==> config.mk <==
export PLATFORM = sky130hd
export DESIGN_NAME = cache_line_fill_ctrl_flat
export DESIGN_NICKNAME = d
export VERILOG_FILES = /design/src/rtl/cache_line_fill_ctrl_if.sv /design/src/rtl/cache_line_fill_ctrl.sv /design/src/flat_wrapper.sv
export SDC_FILE = /design/constraint.sdc
export NUM_CORES = 1
export LEC_CHECK = 0
export ABC_AREA = 0
export CAP_MARGIN = 25
export CORE_UTILIZATION = 41
export DETAILED_ROUTE_END_ITERATION = 16
export PLACE_DENSITY = 0.77
export SLEW_MARGIN = 20
export SYNTH_ARGS = -nofsm -noshare
export SYNTH_HDL_FRONTEND = slang
export SYNTH_SLANG_ARGS = --single-unit
==> constraint.sdc <==
create_clock -name clk -period 2.25 [get_ports clk]
set_clock_uncertainty 0.1 [all_clocks]
set_input_delay 0.5625 -clock clk [delete_from_list [all_inputs] [get_ports clk]]
set_output_delay 0.5625 -clock clk [all_outputs]
set_load 0.005 [all_outputs]
==> src/rtl/cache_line_fill_ctrl_if.sv <==
// Miss/bus signal bundle between the fill controller and its tag, replacement and bus neighbours.
// Optional CritWordReady exists only when CACHE_CRITICAL_WORD_FIRST_EN is defined.
interface cache_line_fill_ctrl_if #(
  parameter int NUMWAYS  = 4,
  parameter int SETLEN   = 9,
  parameter int BEATS    = 8,
  parameter int LOGBEATS = $clog2(BEATS)
);
  logic                MissReq;
  logic                FlushStage;
  logic [SETLEN-1:0]   MissSet;
  logic [LOGBEATS-1:0] MissWord;
  logic [NUMWAYS-1:0]  VictimWay;
  logic                VictimDirty;
  logic                BusReady;
  logic                BusReq;
  logic                BusWrite;
  logic [LOGBEATS-1:0] BeatIdx;
  logic [NUMWAYS-1:0]  FillWay;
  logic [SETLEN-1:0]   FillSet;
  logic                DataWriteEn;
  logic                SetValid;
  logic                LRUWriteEn;
  logic                Stall;
`ifdef CACHE_CRITICAL_WORD_FIRST_EN
  logic                CritWordReady;
`endif

  modport master (
    input  MissReq, FlushStage, MissSet, MissWord, VictimWay, VictimDirty, BusReady,
`ifdef CACHE_CRITICAL_WORD_FIRST_EN
    output CritWordReady,
`endif
    output BusReq, BusWrite, BeatIdx, FillWay, FillSet, DataWriteEn, SetValid, LRUWriteEn, Stall
  );

  modport slave (
    output MissReq, FlushStage, MissSet, MissWord, VictimWay, VictimDirty, BusReady,
`ifdef CACHE_CRITICAL_WORD_FIRST_EN
    input  CritWordReady,
`endif
    input  BusReq, BusWrite, BeatIdx, FillWay, FillSet, DataWriteEn, SetValid, LRUWriteEn, Stall
  );
endinterface

==> src/rtl/cache_line_fill_ctrl.sv <==
// Cache miss sequencer: optional victim writeback, line fetch, then valid/LRU update pulse.
// CACHE_CRITICAL_WORD_FIRST_EN starts the fetch at the missing word and adds CritWordReady.
module cache_line_fill_ctrl #(
  parameter int NUMWAYS = 4,
  parameter int SETLEN  = 9,
  parameter int BEATS   = 8,
  localparam int LOGBEATS = $clog2(BEATS)
) (
  input  logic clk,
  input  logic reset,
  cache_line_fill_ctrl_if.master bus
);
  typedef enum logic [1:0] {IDLE, WRITEBACK, FETCH, DONE} state_t;

  state_t              state_r, state_s;
  logic [LOGBEATS-1:0] cnt_r, cnt_s;
  logic [LOGBEATS-1:0] rcv_r, rcv_s;
  logic [NUMWAYS-1:0]  way_r, way_s;
  logic [SETLEN-1:0]   set_r, set_s;
  logic [LOGBEATS-1:0] miss_start_s, fetch_start_s;
  logic                accept_s;
`ifdef CACHE_CRITICAL_WORD_FIRST_EN
  logic [LOGBEATS-1:0] word_r, word_s;
`endif

  assign accept_s = (state_r == IDLE) & bus.MissReq & ~bus.FlushStage;

  // Fetch start word: live MissWord on direct acceptance, latched copy after a writeback.
`ifdef CACHE_CRITICAL_WORD_FIRST_EN
  assign miss_start_s  = bus.MissWord;
  assign fetch_start_s = word_r;
`else
  assign miss_start_s  = {LOGBEATS{1'b0}};
  assign fetch_start_s = {LOGBEATS{1'b0}};
`endif

  // State and latched miss fields.
  always_ff @(posedge clk) begin
    if (reset) begin
      state_r <= IDLE;
      cnt_r   <= {LOGBEATS{1'b0}};
      rcv_r   <= {LOGBEATS{1'b0}};
      way_r   <= {NUMWAYS{1'b0}};
      set_r   <= {SETLEN{1'b0}};
`ifdef CACHE_CRITICAL_WORD_FIRST_EN
      word_r  <= {LOGBEATS{1'b0}};
`endif
    end else begin
      state_r <= state_s;
      cnt_r   <= cnt_s;
      rcv_r   <= rcv_s;
      way_r   <= way_s;
      set_r   <= set_s;
`ifdef CACHE_CRITICAL_WORD_FIRST_EN
      word_r  <= word_s;
`endif
    end
  end

  // Next-state logic; rcv counts fetched beats independently of the wrapping word index.
  always_comb begin
    state_s = state_r;
    cnt_s   = cnt_r;
    rcv_s   = rcv_r;
    way_s   = way_r;
    set_s   = set_r;
`ifdef CACHE_CRITICAL_WORD_FIRST_EN
    word_s  = word_r;
`endif
    case (state_r)
      IDLE: begin
        if (accept_s) begin
          way_s = bus.VictimWay;
          set_s = bus.MissSet;
          rcv_s = {LOGBEATS{1'b0}};
`ifdef CACHE_CRITICAL_WORD_FIRST_EN
          word_s = bus.MissWord;
`endif
          if (bus.VictimDirty) begin
            state_s = WRITEBACK;
            cnt_s   = {LOGBEATS{1'b0}};
          end else begin
            state_s = FETCH;
            cnt_s   = miss_start_s;
          end
        end else begin
          state_s = IDLE;
        end
      end
      WRITEBACK: begin
        if (bus.BusReady) begin
          if (cnt_r == LOGBEATS'(BEATS - 1)) begin
            state_s = FETCH;
            cnt_s   = fetch_start_s;
          end else begin
            cnt_s   = cnt_r + LOGBEATS'(1);
          end
        end else begin
          state_s = WRITEBACK;
        end
      end
      FETCH: begin
        if (bus.BusReady) begin
          cnt_s = cnt_r + LOGBEATS'(1);
          rcv_s = rcv_r + LOGBEATS'(1);
          if (rcv_r == LOGBEATS'(BEATS - 1)) begin
            state_s = DONE;
          end else begin
            state_s = FETCH;
          end
        end else begin
          state_s = FETCH;
        end
      end
      DONE:    state_s = IDLE;
      default: state_s = IDLE;
    endcase
  end

  assign bus.BusReq      = (state_r == WRITEBACK) | (state_r == FETCH);
  assign bus.BusWrite    = (state_r == WRITEBACK);
  assign bus.BeatIdx     = cnt_r;
  assign bus.FillWay     = way_r;
  assign bus.FillSet     = set_r;
  assign bus.DataWriteEn = (state_r == FETCH) & bus.BusReady;
  assign bus.SetValid    = (state_r == DONE);
  assign bus.LRUWriteEn  = (state_r == DONE);
  assign bus.Stall       = accept_s | (state_r != IDLE);
`ifdef CACHE_CRITICAL_WORD_FIRST_EN
  assign bus.CritWordReady = (state_r == FETCH) & bus.BusReady & (rcv_r == {LOGBEATS{1'b0}});
`endif

  cache_line_fill_ctrl_chk #(.NUMWAYS(NUMWAYS)) u_chk (
    .clk        (clk),
    .reset      (reset),
    .accept     (accept_s),
    .victim_way (bus.VictimWay)
  );
endmodule

// Victim way must be exactly one-hot whenever a miss is accepted.
module cache_line_fill_ctrl_chk #(
  parameter int NUMWAYS = 4
) (
  input logic               clk,
  input logic               reset,
  input logic               accept,
  input logic [NUMWAYS-1:0] victim_way
);
  a_victim_onehot: assert property (@(posedge clk) disable iff (reset) accept |-> $onehot(victim_way));
endmodule

==> src/flat_wrapper.sv <==
// flat-port wrapper written by rule: the top's interface ports become plain ports
module cache_line_fill_ctrl_flat 
#(
  parameter int NUMWAYS = 4,
  parameter int SETLEN  = 9,
  parameter int BEATS   = 8,
  localparam int LOGBEATS = $clog2(BEATS)
)
  (clk, reset, bus_MissReq, bus_FlushStage, bus_MissSet, bus_MissWord, bus_VictimWay, bus_VictimDirty, bus_BusReady, bus_BusReq, bus_BusWrite, bus_BeatIdx, bus_FillWay, bus_FillSet, bus_DataWriteEn, bus_SetValid, bus_LRUWriteEn, bus_Stall);
  cache_line_fill_ctrl_if #(.NUMWAYS(NUMWAYS), .SETLEN(SETLEN), .BEATS(BEATS)) bus_i ();
  input  logic clk;
  input  logic reset;
  input wire logic [$bits(bus_i.MissReq)-1:0] bus_MissReq;
  input wire logic [$bits(bus_i.FlushStage)-1:0] bus_FlushStage;
  input wire logic [$bits(bus_i.MissSet)-1:0] bus_MissSet;
  input wire logic [$bits(bus_i.MissWord)-1:0] bus_MissWord;
  input wire logic [$bits(bus_i.VictimWay)-1:0] bus_VictimWay;
  input wire logic [$bits(bus_i.VictimDirty)-1:0] bus_VictimDirty;
  input wire logic [$bits(bus_i.BusReady)-1:0] bus_BusReady;
  output wire logic [$bits(bus_i.BusReq)-1:0] bus_BusReq;
  output wire logic [$bits(bus_i.BusWrite)-1:0] bus_BusWrite;
  output wire logic [$bits(bus_i.BeatIdx)-1:0] bus_BeatIdx;
  output wire logic [$bits(bus_i.FillWay)-1:0] bus_FillWay;
  output wire logic [$bits(bus_i.FillSet)-1:0] bus_FillSet;
  output wire logic [$bits(bus_i.DataWriteEn)-1:0] bus_DataWriteEn;
  output wire logic [$bits(bus_i.SetValid)-1:0] bus_SetValid;
  output wire logic [$bits(bus_i.LRUWriteEn)-1:0] bus_LRUWriteEn;
  output wire logic [$bits(bus_i.Stall)-1:0] bus_Stall;
  assign bus_i.MissReq = bus_MissReq;
  assign bus_i.FlushStage = bus_FlushStage;
  assign bus_i.MissSet = bus_MissSet;
  assign bus_i.MissWord = bus_MissWord;
  assign bus_i.VictimWay = bus_VictimWay;
  assign bus_i.VictimDirty = bus_VictimDirty;
  assign bus_i.BusReady = bus_BusReady;
  assign bus_BusReq = bus_i.BusReq;
  assign bus_BusWrite = bus_i.BusWrite;
  assign bus_BeatIdx = bus_i.BeatIdx;
  assign bus_FillWay = bus_i.FillWay;
  assign bus_FillSet = bus_i.FillSet;
  assign bus_DataWriteEn = bus_i.DataWriteEn;
  assign bus_SetValid = bus_i.SetValid;
  assign bus_LRUWriteEn = bus_i.LRUWriteEn;
  assign bus_Stall = bus_i.Stall;
  cache_line_fill_ctrl #(.NUMWAYS(NUMWAYS), .SETLEN(SETLEN), .BEATS(BEATS)) u_core (.clk(clk), .reset(reset), .bus(bus_i));
endmodule
==> impl_metrics.env <==
export IMPL_layout_commonest_cell="clkdlybuf4s50_1"
export IMPL_syn_num_nets=150
export IMPL_worstPathArrival_ps=1560
export IMPL_pwr_share_clk_pct=24.1
export IMPL_synth_compound_area_share_pct=20.96
export IMPL_clk_latency_ps=300
export IMPL_crit_required_ps=1590
export IMPL_synthXorXnorAreaFrac_pct=0
export IMPL_synth_warning_count=0
export IMPL_hold_start="u_core.bus.FillSet[6]$_SDFFE_PP0P_"
export IMPL_irDropWorstVdd_mv=0.5049
export IMPL_async_reset_ff_share_pct=0
export IMPL_vias=972
export IMPL_max_slew_margin_pct=72.61
export IMPL_hold_path_depth=2
export IMPL_postSynthCellCount=120
export IMPL_p_sw_mw=0.1871
export IMPL_ys_ff_latch=21
export IMPL_max_cap_violations=0
export IMPL_setup_worst_path_start_class="input pin"
export IMPL_leakagePower_nw=0.6080
export IMPL_finalHoldViolations=0
export IMPL_drtPass1Iterations=4
export IMPL_dieArea_sq_um=2694
export IMPL_die_x_um=51.90
export IMPL_synth_area_per_cell_sq_um=8.508
export IMPL_cp_end_kind="primary output"
export IMPL_post_route_period_util_pct=98.62
export IMPL_final_cell_mix="clkdlybuf4s50_1, nand2_1, dfxtp_1"
export IMPL_synth_cell_types=27
export IMPL_grt_antenna_before_repair=0
export IMPL_ys_flop_type="dfxtp_1"
export IMPL_final_max_slew_violation_count=0
export IMPL_synth_mux_area_share_pct=0
export IMPL_setup_viol=0
export IMPL_post_cts_buffers=0
export IMPL_grt_overflow=0
export IMPL_wire_per_inst_um=13.00
export IMPL_rsz0062_at_grt="false"
export IMPL_core_area_sq_um=2276
export IMPL_reg2regPathDepth=7
export IMPL_row_count=17
export IMPL_synth_edf_count=0
export IMPL_io_buffers=40
export IMPL_placed_cells=191
export IMPL_antenna_left=0
export IMPL_vias_per_cell=4.985
export IMPL_die_h_um=51.90
export IMPL_dp_hpwl_mm=1.949
export IMPL_internal_power_mw=0.5464
export IMPL_fin_crit_ps=2219
export IMPL_netSwitchingFraction_pct=25.51
export IMPL_post_dp_cell_area_sq_um=1490
export IMPL_critPathKind="in -> out"
export IMPL_cts_tree="built"
export IMPL_grt_max_degree=14
export IMPL_initial_core_util_pct=44.86
export IMPL_outcome="complete, no violations"
export IMPL_ys_seq_area_share_pct=41.18
export IMPL_max_freq_ghz=0.4507
export IMPL_regToRegSetupSlack_ps=450
export IMPL_drive_gt1_share_pct=14.97
export IMPL_power_mw=0.7335
export IMPL_p_per_area_nw_per_um2=477.8
export IMPL_instances_no_fill=195
export IMPL_htreeDepth=1
export IMPL_place_gp_congestion=0.8000
export IMPL_regToRegEndpoint="u_core.bus.BeatIdx[2]$_SDFFE_PP0P_"
export IMPL_grt_pass1_wl_mm=3.898
export IMPL_drtIter0Drc=5
export IMPL_clock_sinks=21
export IMPL_hp_class="reg -> reg"
export IMPL_worst_pin_slew_ps=409.6
export IMPL_synth_area_sq_um=1021
export IMPL_diodes=0
export IMPL_r2r_start="u_core.state_r[0]$_SDFFE_PP0P_"
export IMPL_wirelength_mm=2.535
export IMPL_hold_end="u_core.bus.FillSet[6]$_SDFFE_PP0P_"
export IMPL_synth_top_family_by_area="simple AND/OR/NAND/NOR gates"
export IMPL_grt_pass1_vias=941
export IMPL_nets=198
export IMPL_hold_buffers=0
export IMPL_numCtsBuffers=3
export IMPL_ios=44
export IMPL_clock_root_buffer="clkbuf_4"
export IMPL_clockBufferDepth=2
export IMPL_seqPwrFrac_pct=53.6
export IMPL_final_area_sq_um=1535
export IMPL_path_max_fanout=2
export IMPL_clk_pin_slew_ps=110
export IMPL_yosys_area_share_simple_pct=22.92
export IMPL_synth_fa_ha_area_share_pct=9.804
export IMPL_syn_to_final_growth_pct=50.37
export IMPL_combPwrFrac_pct=22.2
export IMPL_post_route_drc_count=0
export IMPL_grt_usage_pct=19.89
==> cells by family after synthesis <==
kind of cell	after synthesis
AOI/OAI and AO/OA	31
adders and majority gates	8
buffers and inverters	12
DFF	21
and+or+nand+nor	48
==> stage by stage <==
stage	setup TNS [ps]	setup slack (ps)	util, %	hold WS (ps)
2_1_floorplan	0	618.6	-	352.7
3_3_place_gp	-375.8	-295.0	65.48	343.5
3_5_place_dp	-389.0	-298.5	65.48	349.9
4_1_cts	0	14.54	66.79	365.9
5_1_grt	0	1.235	67.45	384.5
6_report	0	31.03	67.45	360.7
==> metal layers <==
layer | vias up | track usage [%] | wire length (um)
met1 | 448 | 22.88 | 1096
met2 | 20 | 35.26 | 1333
met3 | 2 | 5.556 | 88
met4 | 0 | 5.856 | 17
li1 | 502 | - | -
met5 | - | 0 | 0
==> synthesized netlist by cell type, drive strengths merged, types with 2 or more instances <==
master  instances  area share (%)
clkbuf          3             1.1
and2            2             1.3
nor2b           2             1.2
inv             7             2.6
buf             2             1.5
a211oi          3             2.2
nand2          29              11
nand2b          6             4.4
dfxtp          21              41
a21oi          18             8.8
nor2            5             2.6
ha              8             9.8
a22o            3             2.6
a221oi          2             3.4
==> power by group through the flow <==
stage                     sequential [mW]  combinational, mW  clock, mW
after global routing                0.395              0.179      0.197
after global placement              0.400              0.156          0
after detailed placement            0.401              0.160          0
after CTS                           0.393              0.161      0.184
after floorplan                     0.401             0.0686          0
final                               0.393              0.163      0.177
==> worst max-delay path by stage <==
| stage | endpoint | from |
|---|---|---|
| floorplan | u_core.bus.BeatIdx[2]$_SDFFE_PP0P_ | u_core.state_r[0]$_SDFFE_PP0P_ |
| global placement | bus_Stall | bus_MissReq |
| detailed placement | bus_Stall | bus_MissReq |
| CTS | bus_BusReq | u_core.state_r[1]$_SDFFE_PP0P_ |
| global route | bus_Stall | bus_FlushStage |
| finish | bus_Stall | bus_FlushStage |
==> state kept, by name, summed over array words and instances, names as in the netlist <==
name	count
u_core.state_r	2
u_core.rcv_r	3
u_core.bus.FillSet	9
u_core.bus.FillWay	4
u_core.bus.BeatIdx	3
==> critical path: stages <==
cell	delay, ps
clkdlybuf4s50_1	420
nand2b_4	150
and2_4	150
inv_1	60
clkdlybuf4s15_1	210
==> repair_timing <==
action	CTS	global route
gates resized for setup	7	4
endpoints found under the setup margin	3	2
pin swaps	0	0
==> layout make-up <==
class | count | area, sq um
clock buffer | 3 | 22.52
multi-input combinational | 87 | 565.5
tap | 28 | 35.03
sequential | 21 | 422.9
inverter | 7 | 26.28
timing repair buffer | 48 | 457.9
clock inverter | 1 | 5.005
fill | 192 | 740.7
Power figures use the tool's default switching activity.
